## src/rtl/time_counter_bcd.sv

```systemverilog
// BCD time-of-day counter driven by the divider's 1 Hz tick, with manual minute/hour setting.
// Optional 12 h display mapping and pm flag are enabled by defining FORMAT_12H_EN.
module time_counter_bcd #(
  parameter int unsigned INIT_HH = 0,
  parameter int unsigned INIT_MM = 0,
  parameter int unsigned INIT_SS = 0
) (
  input  logic       clock_in,
  input  logic       reset,
  input  logic       tick_in,
  input  logic       run,
  input  logic       set_mode,
  input  logic       inc_min,
  input  logic       inc_hour,
  output logic [3:0] hh_tens,
  output logic [3:0] hh_ones,
  output logic [3:0] mm_tens,
  output logic [3:0] mm_ones,
  output logic [3:0] ss_tens,
  output logic [3:0] ss_ones,
  output logic       sec_pulse,
  output logic       day_wrap,
  output logic       pm
);

  localparam logic [3:0] InitHT = 4'(INIT_HH / 10);
  localparam logic [3:0] InitHO = 4'(INIT_HH % 10);
  localparam logic [3:0] InitMT = 4'(INIT_MM / 10);
  localparam logic [3:0] InitMO = 4'(INIT_MM % 10);
  localparam logic [3:0] InitST = 4'(INIT_SS / 10);
  localparam logic [3:0] InitSO = 4'(INIT_SS % 10);

  // Increment a two-digit BCD value in 00..59; returns {tens, ones}.
  function automatic logic [7:0] inc_bcd60(input logic [3:0] t, input logic [3:0] o);
    if (o != 4'd9)      return {t, o + 4'd1};
    else if (t != 4'd5) return {t + 4'd1, 4'd0};
    else                return 8'h00;
  endfunction

  function automatic logic [7:0] inc_bcd24(input logic [3:0] t, input logic [3:0] o);
    if (t == 4'd2 && o == 4'd3) return 8'h00;
    else if (o == 4'd9)         return {t + 4'd1, 4'd0};
    else                        return {t, o + 4'd1};
  endfunction

  logic       r_tick_d, r_min_d, r_hour_d;
  logic [3:0] r_hh_t, r_hh_o, r_mm_t, r_mm_o, r_ss_t, r_ss_o;
  logic       r_sec_pulse, r_day_wrap;

  logic       w_tick_rise, w_min_rise, w_hour_rise;
  logic [3:0] w_hh_t, w_hh_o, w_mm_t, w_mm_o, w_ss_t, w_ss_o;
  logic       w_sec_pulse, w_day_wrap;
  logic       w_sec_carry, w_min_carry, w_hour_last;

  assign w_tick_rise = tick_in & ~r_tick_d;
  assign w_min_rise  = inc_min & ~r_min_d;
  assign w_hour_rise = inc_hour & ~r_hour_d;

  assign w_sec_carry = ({r_ss_t, r_ss_o} == 8'h59);
  assign w_min_carry = ({r_mm_t, r_mm_o} == 8'h59);
  assign w_hour_last = ({r_hh_t, r_hh_o} == 8'h23);

  always_comb begin
    w_hh_t      = r_hh_t;
    w_hh_o      = r_hh_o;
    w_mm_t      = r_mm_t;
    w_mm_o      = r_mm_o;
    w_ss_t      = r_ss_t;
    w_ss_o      = r_ss_o;
    w_sec_pulse = 1'b0;
    w_day_wrap  = 1'b0;
    if (set_mode) begin
      // Minute and hour edits are independent: no carry between them.
      if (w_min_rise) begin
        {w_mm_t, w_mm_o} = inc_bcd60(r_mm_t, r_mm_o);
        {w_ss_t, w_ss_o} = 8'h00;
      end
      if (w_hour_rise) begin
        {w_hh_t, w_hh_o} = inc_bcd24(r_hh_t, r_hh_o);
      end
    end else if (run && w_tick_rise) begin
      w_sec_pulse      = 1'b1;
      {w_ss_t, w_ss_o} = inc_bcd60(r_ss_t, r_ss_o);
      if (w_sec_carry) begin
        {w_mm_t, w_mm_o} = inc_bcd60(r_mm_t, r_mm_o);
        if (w_min_carry) begin
          {w_hh_t, w_hh_o} = inc_bcd24(r_hh_t, r_hh_o);
          w_day_wrap       = w_hour_last;
        end
      end
    end
  end

  always_ff @(posedge clock_in) begin
    if (reset) begin
      // Edge registers start high so a level held through reset is not an edge.
      r_tick_d    <= 1'b1;
      r_min_d     <= 1'b1;
      r_hour_d    <= 1'b1;
      r_hh_t      <= InitHT;
      r_hh_o      <= InitHO;
      r_mm_t      <= InitMT;
      r_mm_o      <= InitMO;
      r_ss_t      <= InitST;
      r_ss_o      <= InitSO;
      r_sec_pulse <= 1'b0;
      r_day_wrap  <= 1'b0;
    end else begin
      r_tick_d    <= tick_in;
      r_min_d     <= inc_min;
      r_hour_d    <= inc_hour;
      r_hh_t      <= w_hh_t;
      r_hh_o      <= w_hh_o;
      r_mm_t      <= w_mm_t;
      r_mm_o      <= w_mm_o;
      r_ss_t      <= w_ss_t;
      r_ss_o      <= w_ss_o;
      r_sec_pulse <= w_sec_pulse;
      r_day_wrap  <= w_day_wrap;
    end
  end

`ifdef FORMAT_12H_EN
  // Map 24 h BCD to 12 h display digits; returns {pm, tens, ones}.
  function automatic logic [8:0] map_12h(input logic [3:0] t, input logic [3:0] o);
    int unsigned h;
    int unsigned h12;
    h = 32'(t) * 10 + 32'(o);
    if (h == 0)      h12 = 12;
    else if (h > 12) h12 = h - 12;
    else             h12 = h;
    return {(h >= 12), 4'(h12 / 10), 4'(h12 % 10)};
  endfunction

  localparam logic [8:0] InitMap = map_12h(InitHT, InitHO);

  logic [8:0] w_map;
  logic [3:0] r_hh_out_t, r_hh_out_o;
  logic       r_pm;

  assign w_map = map_12h(w_hh_t, w_hh_o);

  always_ff @(posedge clock_in) begin
    if (reset) begin
      r_hh_out_t <= InitMap[7:4];
      r_hh_out_o <= InitMap[3:0];
      r_pm       <= 1'b0;
    end else begin
      r_hh_out_t <= w_map[7:4];
      r_hh_out_o <= w_map[3:0];
      r_pm       <= w_map[8];
    end
  end

  assign hh_tens = r_hh_out_t;
  assign hh_ones = r_hh_out_o;
  assign pm      = r_pm;
`else
  assign hh_tens = r_hh_t;
  assign hh_ones = r_hh_o;
  assign pm      = 1'b0;
`endif

  assign mm_tens   = r_mm_t;
  assign mm_ones   = r_mm_o;
  assign ss_tens   = r_ss_t;
  assign ss_ones   = r_ss_o;
  assign sec_pulse = r_sec_pulse;
  assign day_wrap  = r_day_wrap;

endmodule

```

## config.mk

```make
export PLATFORM = sky130hd
export DESIGN_NAME = time_counter_bcd
export DESIGN_NICKNAME = d
export VERILOG_FILES = /design/src/rtl/time_counter_bcd.sv
export SDC_FILE = /design/constraint.sdc
export NUM_CORES = 1
export LEC_CHECK = 0
export BUFFER_PORTS_ARGS = -buffer_cell sky130_fd_sc_hd__buf_2
export CAP_MARGIN = 20
export CORE_ASPECT_RATIO = 1.4
export CORE_UTILIZATION = 45
export DETAILED_ROUTE_END_ITERATION = 12
export PLACE_DENSITY = 0.75
export SKIP_CTS_REPAIR_TIMING = 1
export SYNTH_ARGS = -nofsm -noshare
export SYNTH_HDL_FRONTEND = slang
export SYNTH_SLANG_ARGS = --single-unit
```

## constraint.sdc

```tcl
create_clock -name clock_in -period 4 [get_ports clock_in]
set_clock_uncertainty 0.1 [all_clocks]
set_input_delay 0.8 -clock clock_in [delete_from_list [all_inputs] [get_ports clock_in]]
set_output_delay 0.8 -clock clock_in [all_outputs]
set_load 0.02 [all_outputs]
```

# --- Word level (Yosys, flattened, before mapping) ---
# Cells that the tools add are included.
# W data, S select, Z words.
op_classes:
  add_sub_neg: 6
  n_eq_ne: 13
  n_mux: 30
  n_bitwise: 9
  n_reduce_logical: 11
ops:
  columns: ["cell", "n"]
  rows:
  - ["$mux W4", 23]
  - ["$mux W8", 6]
  - ["$add A4 B1 Y4 const B", 6]
  - ["$eq A8 B7 Y1 const B", 2]
  - ["$eq A4 B2 Y1 const B", 2]
  - ["$eq A8 B6 Y1 const B", 1]
  - ["$ne A4 B3 Y1 const B", 2]
  - ["$ne A4 B4 Y1 const B", 2]
  - ["$not A1 Y1", 6]
  - ["$reduce_and A3 Y1", 2]
  - ["$reduce_bool A2 Y1", 3]
  - ["$reduce_or A5 Y1", 1]
  - ["$eq A4 B4 Y1 const B", 1]
  - ["$ne A2 B1 Y1 const B", 2]
  - ["$reduce_and A4 Y1", 1]
  - ["$and A1 B1 Y1", 3]
  - ["$logic_and A1 B1 Y1", 2]
  - ["$ne A2 B2 Y1 const B", 1]
  - ["$reduce_and A2 Y1", 1]
  - ["$reduce_or A2 Y1", 1]
  - ["$mux W1", 1]
word_totals:
  reg_bits: 29
  input_bits: 7
  out_inout_bits: 27
  elab_cells: 80

# --- Logic depth before layout (Yosys ltp) ---
# Gate-level depths: netlist of run 1.
logic_depth:
  ltp_word: 7
  depth_mapped: 8

# --- Worst setup path after synthesis of run 1 ---
# OpenSTA, ideal clock, no wires.
synth_timing:
  kind: "in2reg"
  from: "input port set_mode"
  to: "register r_hh_o[3] (netlist: hh_ones[3])"
  arrival_time_ns: 1.999
  setup_slack_ns: 1.830
  cell_stages: 6
  cell_sequence: "nor2_1 > nand3_1 > o22a_1 > buf_6 > or4_1 > a21oi_1"
synth_between:
  elab_chain_cells: 2
  elab_cells_between_ends: 6
synth_lines:
  columns: ["element", "line_no", "text"]
  rows:
  - ["start, declared", "12", "input logic set_mode,"]
  - ["$ne A2 B1 Y1 (no source line) / $reduce_bool A2 Y1 (equally long branches)", null, null]
  - ["$reduce_and A4 Y1 (no source line)", null, null]
  - ["end signal, assigned", "101", "r_hh_o <= InitHO;"]
  - ["end signal, assigned", "113", "r_hh_o <= w_hh_o;"]
  - ["end, declared", "47", "logic [3:0] r_hh_t, r_hh_o, r_mm_t, r_mm_o, r_ss_t, r_ss_o;"]
# Several ways; a longest one is shown, not always the timed one.
# A chain may end at the register's enable or synchronous reset.

# --- Worst setup path in the final report of run 1 ---
layout_timing:
  from: "register r_ss_o[0] (netlist: ss_ones[0])"
  to: "register r_hh_o[3] (netlist: hh_ones[3])"
layout_between:
  elab_chain_cells: 3
layout_lines:
  columns: ["element", "line_no", "text"]
  rows:
  - ["start, declared", "47", null]
  - ["start signal, assigned", "105", "r_ss_o <= InitSO;"]
  - ["start signal, assigned", "117", "r_ss_o <= w_ss_o;"]
  - ["$eq A8 B7 Y1", "59", "assign w_sec_carry = ({r_ss_t, r_ss_o} == 8'h59);"]
  - ["$reduce_bool A2 Y1 (no source line)", null, null]
  - ["$reduce_and A4 Y1 (no source line)", null, null]
# No other way between the ends.

==> results by group, run 1 <==
Run
  – Max Cap Viol: 0

Critical path
  – CP top delay family: simple AND/OR/NAND/NOR gates
  – Crit-path max cell delay: 530 ps
  – Startpoint types: flop
  – CP Depth: 6
  – Slowest-stage cell, CP: or4_1
  – Critical R2R Launch: ss_ones[0]$_SDFFE_PP0P_
  – CP max FO: 10
  – Worst r2r dst: hh_ones[3]$_SDFFE_PP0P_
  – Data arrival, critical path: 2250 ps
  – CP required: 4110 ps
  – WP buf/inv: 0
  – CP Cell Sequence: ha_1, and3b_2, nand4_2, o22a_1, or4_1, a21oi_1
  – Reg2Reg Setup Slack: 1860 ps
  – Setup Crit Path Kind: flop to flop
  – Worst r2r path cells: 6
  – Worst Setup End Kind: flop
  – CP endpoint: hh_ones[3]$_SDFFE_PP0P_
  – Crit path from: ss_ones[0]$_SDFFE_PP0P_

Synth
  – Synth Register Bits: 29
  – Synthesized area per cell: 8.95 sq um
  – Post-synth EDFFs: 0
  – Mapped Area: 1430 sq um
  – Register area share after synthesis: 40.6%
  – Synth async-reset ratio: 0%
  – Synth unique cells: 43
  – YS warnings: 0
  – Most frequent cell after synthesis: dfxtp_1
  – Dominant synthesized flop cell: dfxtp_1
  – Post-synth net total: 175
  – Top cell type's share of synthesized area: 40.6%
  – Top cells by area, synth: dfxtp_1 (41%), ha_1 (7.0%), xnor2_1 (3.7%)
  – Synth Instances: 160
  – Most instantiated cells after synthesis: dfxtp_1 (29), nand2_1 (12), nor2_1 (12)
  – Synth area leader: dfxtp_1

Place
  – DP Wirelength: 2150 um
  – GPL Wtd Cong: 0.887
  – Port Buffer Count: 32

Cells and area
  – Fill count: 286
  – Antenna diode count: 0
  – Share of layout cells above drive strength 1: 24.1%
  – Final net count: 209
  – Area growth from synthesis to layout: 17.9%
  – Post-layout util: 57.5%

Global routing
  – GRT Total Usage: 19.4%
  – Total grt overflow: 0
  – Vias in the first global route: 1163
  – Largest net degree at the start of global routing: 29
  – Initial antenna violation count: 0
  – First-pass GRT wire length: 4860 um

Drt
  – Detailed Routing Iterations Pass 1: 6
  – Total vias in the final route: 1285
  – 1st-iter DRT viols: 32
  – DRT antenna net count: 0
  – Remaining DRCs: 0
  – DR WL/cell: 12.9 um
  – Routed vias/inst: 5.54
  – Detailed Route WL: 2990 um

Floorplanning
  – Row count: 23
  – Starting Density: 48.8%
  – Top Ports: 34
  – Die area: 3410 sq um
  – Die H: 68.7 um
  – Die X: 49.7 um
  – CORE AREA: 2940 sq um

Timing
  – Max Slew Vio Count: 0
  – Least-Margin Pin Slew: 535 ps
  – Final worst-path cycle share: 53.5%
  – RSZ-0062 raised after global routing: false
  – Worst rel slew slack: 64.1%
  – Fmax: 0.467 GHz
  – Final min period: 2140 ps
  – Final count of negative-setup-slack endpoints: 0
  – Setup TNS: 0 ps
  – Final Hold Vio Count: 0

Outcome
  – Status: finished, final reports clean

Power and ir drop
  – Internal: 0.425 mW
  – Peak VDD IR: 251 uV
  – Logic pwr share: 4.8%
  – Sequential Power Share: 53.7%
  – Pwr Density: 326 nW/um^2
  – Leak Pwr: 0.714 nW
  – Sw frac: 22.8%
  – Net Sw Power: 0.126 mW
  – Clock share of power: 41.5%

Clock tree
  – CTS sink count: 29
  – CTS tree: yes
  – CTS Buffer Depth: 2
  – Clk slew on worst S/H paths: 60 ps
  – Worst-Skew Late Latency: 280 ps
  – H-Tree Depth: 2
  – CTS Buf Count: 5
  – Clock Root Buffer: clkbuf_8

Min path
  – HP Class: flop to flop
-- sequential cells by signal (all words and copies together), names as in the netlist --
name       cells
hh_ones        4
mm_ones        4
ss_ones        4
r_hour_d       1
mm_tens        4
hh_tens        4
sec_pulse      1
r_min_d        1
r_tick_d       1
day_wrap       1
ss_tens        4
-- worst min-delay path: cells and delay by family (launching register included) --
kind	cells	cell delay, ps
flops	1	340
compound gates	2	130
-- area by class of cell --
| class | instances | area, sq um | area share (%) |
|---|---|---|---|
| clock buffers | 8 | 80.1 | 4.74 |
| inverters | 8 | 30.0 | 1.78 |
| repair buffers | 32 | 160 | 9.49 |
| flip-flops and latches | 29 | 581 | 34.4 |
| multi-input cells | 118 | 791 | 46.8 |
| well taps | 37 | 46.3 | 2.74 |
-- metrics by stage --
step,std cells,worst slack [ps],hold WS [ps],cell area (sq um),total power [mW]
finish,232,1860,418,1690,0.550
global route,232,1750,444,1690,0.572
CTS,232,1860,418,1690,0.555
detailed placement,224,1620,401,1610,0.328
global placement,224,1650,394,1610,0.327
floorplan,160,1830,463,1430,0.320
-- power by group through the flow --
stage                     clock network [mW]  logic [mW]  registers, mW
after detailed placement                   0      0.0265          0.302
after floorplan                            0      0.0166          0.303
after global placement                     0      0.0257          0.302
after CTS                              0.233      0.0267          0.295
after global routing                   0.247      0.0295          0.296
final                                  0.228      0.0266          0.295
-- worst min path at each step --
stage	endpoint	startpoint	slack [ps]	cells past startpoint
after floorplan	hh_ones[1]$_SDFFE_PP0P_	hh_ones[1]$_SDFFE_PP0P_	460	2
after global placement	mm_ones[3]$_SDFFE_PP0P_	mm_ones[3]$_SDFFE_PP0P_	390	2
after detailed placement	hh_tens[2]$_SDFFE_PP0P_	hh_tens[2]$_SDFFE_PP0P_	400	2
after CTS	hh_tens[2]$_SDFFE_PP0P_	hh_tens[2]$_SDFFE_PP0P_	420	2
after global routing	hh_tens[1]$_SDFFE_PP0P_	hh_tens[1]$_SDFFE_PP0P_	440	1
final	hh_tens[2]$_SDFFE_PP0P_	hh_tens[2]$_SDFFE_PP0P_	420	2
-- layer usage --
metal / part of all wire (%) / GRT usage (%)
met5: 0 / 0
met4: 2.0 / 10.7
met2: 51 / 35.8
met3: 5.3 / 5.92
met1: 41 / 19.5
-- cell usage in the layout, fill, tap and decap left out, drive strengths merged, types with 2 or more instances in the layout --
cell type | synthesis | routed
or4 | 4 | 4
nor4b | 4 | 4
or2 | 4 | 4
xor2 | 3 | 3
and4bb | 3 | 3
buf | 2 | 32
inv | 8 | 8
nor2 | 12 | 12
ha | 8 | 8
and3b | 3 | 3
nor3 | 9 | 9
a21oi | 10 | 10
dfxtp | 29 | 29
xnor2 | 6 | 6
clkbuf | 3 | 8
nand4 | 2 | 2
o21ai | 9 | 9
nand2 | 12 | 12
and2b | 2 | 2
or3 | 2 | 2
a211o | 2 | 2
o31ai | 2 | 2
nand3 | 6 | 6
-- cells by family after synthesis --
group,count (synthesis),share of synthesized area [%]
compound gates,31,13.8
xor+xnor,9,5.51
fa+ha+maj,8,6.99
buf+inv,13,4.20
flops,29,40.6
mux,1,0.699
other cells,1,0.262
simple gates,68,28.0
(Power assumes the default switching activity.)
==> inputs of run 2 (changes only) <==
- clock period: 4 -> 2.1 ns (I/O delays scaled with it)
==> results by group, run 2 (synthesized netlist as in run 1, its figures left out) <==
Clock tree
  – Clock Root Buffer: clkbuf_8 (unchanged)
  – CTS sink count: 29 (unchanged)
  – CTS Buf Count: 5 (unchanged)
  – Clk slew on worst S/H paths: 60 ps (about the same)
  – CTS tree: yes (unchanged)
  – H-Tree Depth: 2 (unchanged)
  – CTS Buffer Depth: 2 (unchanged)
  – Worst-Skew Late Latency: 280 ps (about the same)

Drt
  – Total vias in the final route: 1310 (was 1285)
  – Met2 wire len: 1770 um (was 1530 um)
  – Remaining DRCs: 0 (unchanged)
  – 1st-iter DRT viols: 21 (was 32)
  – Detailed Route WL: 3270 um (was 2990 um)
  – DR top layer: met4 (unchanged)
  – DR WL/cell: 13.7 um (was 12.9 um)
  – Wire length on met1: 1290 um (was 1240 um)
  – DRT antenna net count: 0 (unchanged)
  – Detailed Routing Iterations Pass 1: 4 (was 6)
  – Routed vias/inst: 5.48 (was 5.54)
  – Met3 routed WL: 154 um (was 160 um)

Critical path
  – Setup Crit Path Kind: flop to flop (unchanged)
  – WP buf/inv: 2 (was 0)
  – Startpoint types: flop (unchanged)
  – Worst r2r path cells: 8 (was 6)
  – CP Cell Sequence: inv_1, ha_1, and3b_2, nand4_4, o22a_2, buf_4, or3_1, a21oi_1 (was ha_1, and3b_2, nand4_2, o22a_1, or4_1, a21oi_1)
  – Slowest-stage cell, CP: dfxtp_2 (was or4_1)
  – Crit-path max cell delay: 340 ps (was 530 ps)
  – CP required: 2220 ps (was 4110 ps)
  – Data arrival, critical path: 2100 ps (was 2250 ps)
  – Worst Setup End Kind: flop (unchanged)
  – CP top delay family: simple AND/OR/NAND/NOR gates (unchanged)
  – CP Depth: 8 (was 6)
  – CP max FO: 6 (was 10)

Floorplanning
  – Die H: 68.7 um (unchanged)
  – CORE AREA: 2940 sq um (unchanged)
  – Die X: 49.7 um (unchanged)
  – Die area: 3410 sq um (unchanged)
  – Row count: 23 (unchanged)
  – Top Ports: 34 (unchanged)
  – Starting Density: 48.8% (unchanged)

Timing
  – RSZ-0062 raised after global routing: true (was false)
  – Final Hold Vio Count: 0 (unchanged)
  – Max Slew Vio Count: 0 (unchanged)
  – Fmax: 0.503 GHz (was 0.467 GHz)
  – Hold slack: 240 ps (was 418 ps)
  – Final worst-path cycle share: 94.7% (was 53.5%)
  – Final count of negative-setup-slack endpoints: 0 (unchanged)
  – Least-Margin Pin Slew: 512 ps (was 535 ps)
  – Worst rel slew slack: 65.7% (was 64.1%)
  – Final min period: 1990 ps (was 2140 ps)

Cells and area
  – Final net count: 216 (was 209)
  – Share of layout cells above drive strength 1: 30.2% (was 24.1%)
  – Antenna diode count: 0 (unchanged)
  – Multi-input gate area: 801 sq um (was 791 sq um)
  – Final std cells w/o fill: 239 (was 232)
  – Area growth from synthesis to layout: 24.2% (was 17.9%)
  – Most frequent cells in the layout: buf_2 (32), dfxtp_1 (26), nor2_1 (12), nand2_1 (12) (was buf_2 (32), dfxtp_1 (29), nor2_1 (12), nand2_1 (12))
  – Commonest non-fill, non-tap cell in the layout: buf_2 (unchanged)
  – FF/Latch Area: 587 sq um (was 581 sq um)
  – Post-route cell area: 1780 sq um (was 1690 sq um)
  – Fill count: 283 (was 286)

Place
  – DP Wirelength: 2480 um (was 2150 um)
  – Placed cells: 230 (was 224)
  – Port Buffer Count: 32 (unchanged)
  – Post-Place Cell Area: 1660 sq um (was 1610 sq um)
  – GPL Wtd Cong: 0.746 (was 0.887)

Power and ir drop
  – Internal: 0.873 mW (was 0.425 mW)
  – Pwr Density: 633 nW/um^2 (was 326 nW/um^2)
  – Clock share of power: 45.0% (was 41.5%)
  – Sw frac: 22.4% (was 22.8%)
  – Leak Pwr: 0.771 nW (was 0.714 nW)
  – Sequential Power Share: 49.9% (was 53.7%)
  – Net Sw Power: 0.252 mW (was 0.126 mW)
  – Logic pwr share: 5.1% (was 4.8%)
  – Peak VDD IR: 454 uV (was 251 uV)

Min path
  – HP Class: input port to flop (was flop to flop)
  – Hold Path Depth: 2 (unchanged)

Global routing
  – GRT Total Usage: 20.6% (was 19.4%)
  – Vias in the first global route: 1231 (was 1163)
  – Initial antenna violation count: 0 (unchanged)
  – Total grt overflow: 0 (unchanged)
  – First-pass GRT wire length: 5290 um (was 4860 um)
  – Largest net degree at the start of global routing: 18 (was 29)

Outcome
  – Status: finished, final reports clean (unchanged)

Run
  – Max Cap Viol: 0 (unchanged)
==> run 2: cell count changes in the layout (fill, tap and decap cells not counted), sizes merged <==
cell / change
clkinv: +1
buf: +7
clkbuf: -1
==> run 2: stage by stage <==
stage,utilization (%),setup WS (ps),setup TNS (ps),power [mW]
2_1_floorplan,-,53.2,0,0.610
3_3_place_gp,56.4,169,0,0.628
3_5_place_dp,56.4,95.2,0,0.631
4_1_cts,59.8,77.7,0,1.14
5_1_grt,60.6,-7.92,-9.30,1.16
6_report,60.6,111,0,1.13
==> run 2: worst paths after layout <==
check | from | end | slack, ps
hold reg to reg | ss_ones[1]$_SDFFE_PP0P_ | ss_ones[1]$_SDFFE_PP0P_ | 400
hold / removal | inc_min | r_min_d$_SDFF_PP1_ | 240
setup reg to reg | ss_ones[1]$_SDFFE_PP0P_ | hh_ones[0]$_SDFFE_PP0P_ | 110
setup / recovery | ss_ones[1]$_SDFFE_PP0P_ | hh_ones[0]$_SDFFE_PP0P_ | 110
==> run 2: cell type report <==
| cell class | count | share of cell area [%] |
|---|---|---|
| multi-input cells | 118 | 45.0 |
| repair buffers | 39 | 12.0 |
| inverters | 8 | 1.69 |
| clock inverters | 1 | 0.281 |
| flip-flops and latches | 29 | 33.0 |
| well taps | 37 | 2.60 |
| clock buffers | 7 | 5.42 |
==> run 2: power by group through the flow <==
| stage | combinational, mW | clock [mW] | sequential (mW) |
|---|---|---|---|
| after floorplan | 0.0317 | 0 | 0.578 |
| after global placement | 0.0548 | 0 | 0.574 |
| after detailed placement | 0.0561 | 0 | 0.575 |
| after CTS | 0.0565 | 0.519 | 0.562 |
| after global routing | 0.0629 | 0.540 | 0.562 |
| final | 0.0575 | 0.506 | 0.561 |
==> run 2: routing by layer <==
layer / up-vias / global-route usage, %
met3: 7 / 5.26
met2: 33 / 39.4
met5: - / 0
met4: 0 / 10.7
li1: 657 / -
met1: 613 / 20.5
==> inputs of run 3 (changes only) <==
- PLACE_DENSITY: 0.75 -> 0.71
- clock period: 2.1 -> 1.8 ns (I/O delays scaled with it)
==> results by group, run 3 (synthesized netlist as in run 1, its figures left out) <==
Power and ir drop
  – Leak Pwr: 0.925 nW (was 0.771 nW)
  – Pwr Density: 610 nW/um^2 (was 633 nW/um^2)
  – Peak VDD IR: 541 uV (was 454 uV)
  – Total power: 1.27 mW (was 1.13 mW)

Global routing
  – Met2 Track Usage GR: 47.0% (was 39.4%)
  – Met3 usage: 6.36% (was 5.26%)
  – Initial antenna violation count: 0 (unchanged)
  – First-pass GRT wire length: 5910 um (was 5290 um)
  – Largest net degree at the start of global routing: 18 (unchanged)
  – Vias in the first global route: 1459 (was 1231)
  – GRT Total Usage: 23.4% (was 20.6%)
  – Met1 Use GR: 21.2% (was 20.5%)
  – Total grt overflow: 0 (unchanged)
  – GRT busiest layer: met2 (unchanged)

Critical path
  – Worst Setup End Kind: flop (unchanged)
  – CP Cell Sequence: inv_2, ha_4, and3b_2, nand4_4, buf_4, buf_4, o22ai_4, a21oi_2, a211o_1 (was inv_1, ha_1, and3b_2, nand4_4, o22a_2, buf_4, or3_1, a21oi_1)
  – WP buf/inv: 3 (was 2)
  – CP required: 1870 ps (was 2220 ps)
  – CP max FO: 4 (was 6)
  – Setup Crit Path Kind: flop to flop (unchanged)
  – Startpoint types: flop (unchanged)
  – CP most frequent cell: buf_4
  – Slowest-stage cell, CP: dfxtp_4 (was dfxtp_2)
  – Crit-path max cell delay: 340 ps (about the same)
  – CP top delay family: compound AO/OA/AOI/OAI gates (was simple AND/OR/NAND/NOR gates)
  – Data arrival, critical path: 1930 ps (was 2100 ps)

Clock tree
  – Clk slew on worst S/H paths: 60 ps (about the same)
  – Clock Root Buffer: clkbuf_8 (unchanged)
  – CTS sink count: 29 (unchanged)
  – CTS Buf Count: 5 (unchanged)
  – H-Tree Depth: 2 (unchanged)
  – CTS tree: yes (unchanged)
  – Worst-Skew Late Latency: 280 ps (about the same)
  – CTS Buffer Depth: 2 (unchanged)

Drt
  – Detailed Route WL: 3700 um (was 3270 um)
  – Total vias in the final route: 1442 (was 1310)
  – Remaining DRCs: 0 (unchanged)
  – DR WL/cell: 13.9 um (was 13.7 um)
  – 1st-iter DRT viols: 43 (was 21)
  – Routed vias/inst: 5.42 (was 5.48)
  – DRT antenna net count: 0 (unchanged)
  – Detailed Routing Iterations Pass 1: 4 (unchanged)

Cells and area
  – Area growth from synthesis to layout: 45.6% (was 24.2%)
  – Most frequent cells in the layout: buf_4 (33), buf_2 (32), dfxtp_1 (19) (was buf_2 (32), dfxtp_1 (26), nor2_1 (12), nand2_1 (12))
  – Final net count: 244 (was 216)
  – Share of layout cells above drive strength 1: 45.4% (was 30.2%)
  – FF/Latch Area: 601 sq um (was 587 sq um)
  – Post-route cell area: 2080 sq um (was 1780 sq um)
  – Antenna diode count: 0 (unchanged)
  – Fill count: 228 (was 283)
  – Post-layout util: 71.0% (was 60.6%)
  – Commonest non-fill, non-tap cell in the layout: buf_4 (was buf_2)
  – Multi-input gate area: 882 sq um (was 801 sq um)

Timing
  – Hold slack: 187 ps (was 240 ps)
  – Final worst-path cycle share: 103% (was 94.7%)
  – Least-Margin Pin Slew: 568 ps (was 512 ps)
  – RSZ-0062 raised after global routing: true (unchanged)
  – Max Slew Vio Count: 0 (unchanged)
  – Final count of negative-setup-slack endpoints: 6 (was 0)
  – Final Hold Vio Count: 0 (unchanged)
  – Worst rel slew slack: 61.9% (was 65.7%)
  – Final min period: 1860 ps (was 1990 ps)
  – Fmax: 0.538 GHz (was 0.503 GHz)
  – Setup WS post-layout: -59.9 ps (was 111 ps)

Floorplanning
  – CORE AREA: 2940 sq um (unchanged)
  – Die area: 3410 sq um (unchanged)
  – Die H: 68.7 um (unchanged)
  – Die X: 49.7 um (unchanged)
  – Starting Density: 48.8% (unchanged)
  – Top Ports: 34 (unchanged)
  – Row count: 23 (unchanged)

Outcome
  – Violations in the final reports: negative setup slack
  – Status: finished, violations left (was finished, final reports clean)

Place
  – GPL Wtd Cong: 0.754 (was 0.746)
  – DP Worst Slack: -111 ps (was 95.2 ps)
  – Port Buffer Count: 32 (unchanged)
  – DP Wirelength: 2840 um (was 2480 um)
  – Post-Place Cell Area: 1900 sq um (was 1660 sq um)

Min path
  – HP Class: input port to flop (unchanged)

Run
  – Max Cap Viol: 0 (unchanged)
[run 3: cell types whose count changed in the layout (fill, tap and decap cells not counted), moves of 2 or more]
cell     delta
buf_4      +26
nor4b_1     -2
a21oi_2     +2
a21oi_1     -2
dfxtp_2     +5
dfxtp_4     +2
dfxtp_1     -7
[run 3: path summary, 6_finish.rpt]
path | from | endpoint | depth (start not counted) | slack (ps)
hold / removal | inc_min | r_min_d$_SDFF_PP1_ | 2 | 190
hold reg to reg | hh_ones[1]$_SDFFE_PP0P_ | hh_ones[1]$_SDFFE_PP0P_ | 2 | 420
setup / recovery | ss_ones[1]$_SDFFE_PP0P_ | hh_tens[3]$_SDFFE_PP0P_ | 9 | -60
setup reg to reg | ss_ones[1]$_SDFFE_PP0P_ | hh_tens[3]$_SDFFE_PP0P_ | 9 | -60
[run 3: per-layer routing]
layer	vias to the layer above	routed length (um)	part of all wire (%)
li1	709	-	-
met2	32	2080	56
met1	690	1400	38
met3	11	126	3.4
met5	-	0	0
met4	0	95	2.6
[run 3: layout make-up]
class | instances | area share, %
Multi-Input combinational cell | 118 | 42.3
Sequential cell | 29 | 28.8
Timing Repair Buffer | 67 | 21.1
Clock buffer | 7 | 4.14
Tap cell | 37 | 2.22
Inverter | 8 | 1.44
[run 3: metrics by stage]
stage               std cells  TNS, ps
floorplan                 160     -233
global placement          256    -65.9
detailed placement        256     -372
CTS                       263     -441
global route              266     -749
finish                    266     -198
[run 3: power by group]
| part | leakage [nW] | total, mW | switching [mW] | internal [mW] |
|---|---|---|---|---|
| Sequential | 0.241 | 0.652 | 0.00543 | 0.646 |
| Clock | 0.0443 | 0.534 | 0.231 | 0.302 |
| Combinational | 0.640 | 0.0865 | 0.0489 | 0.0376 |
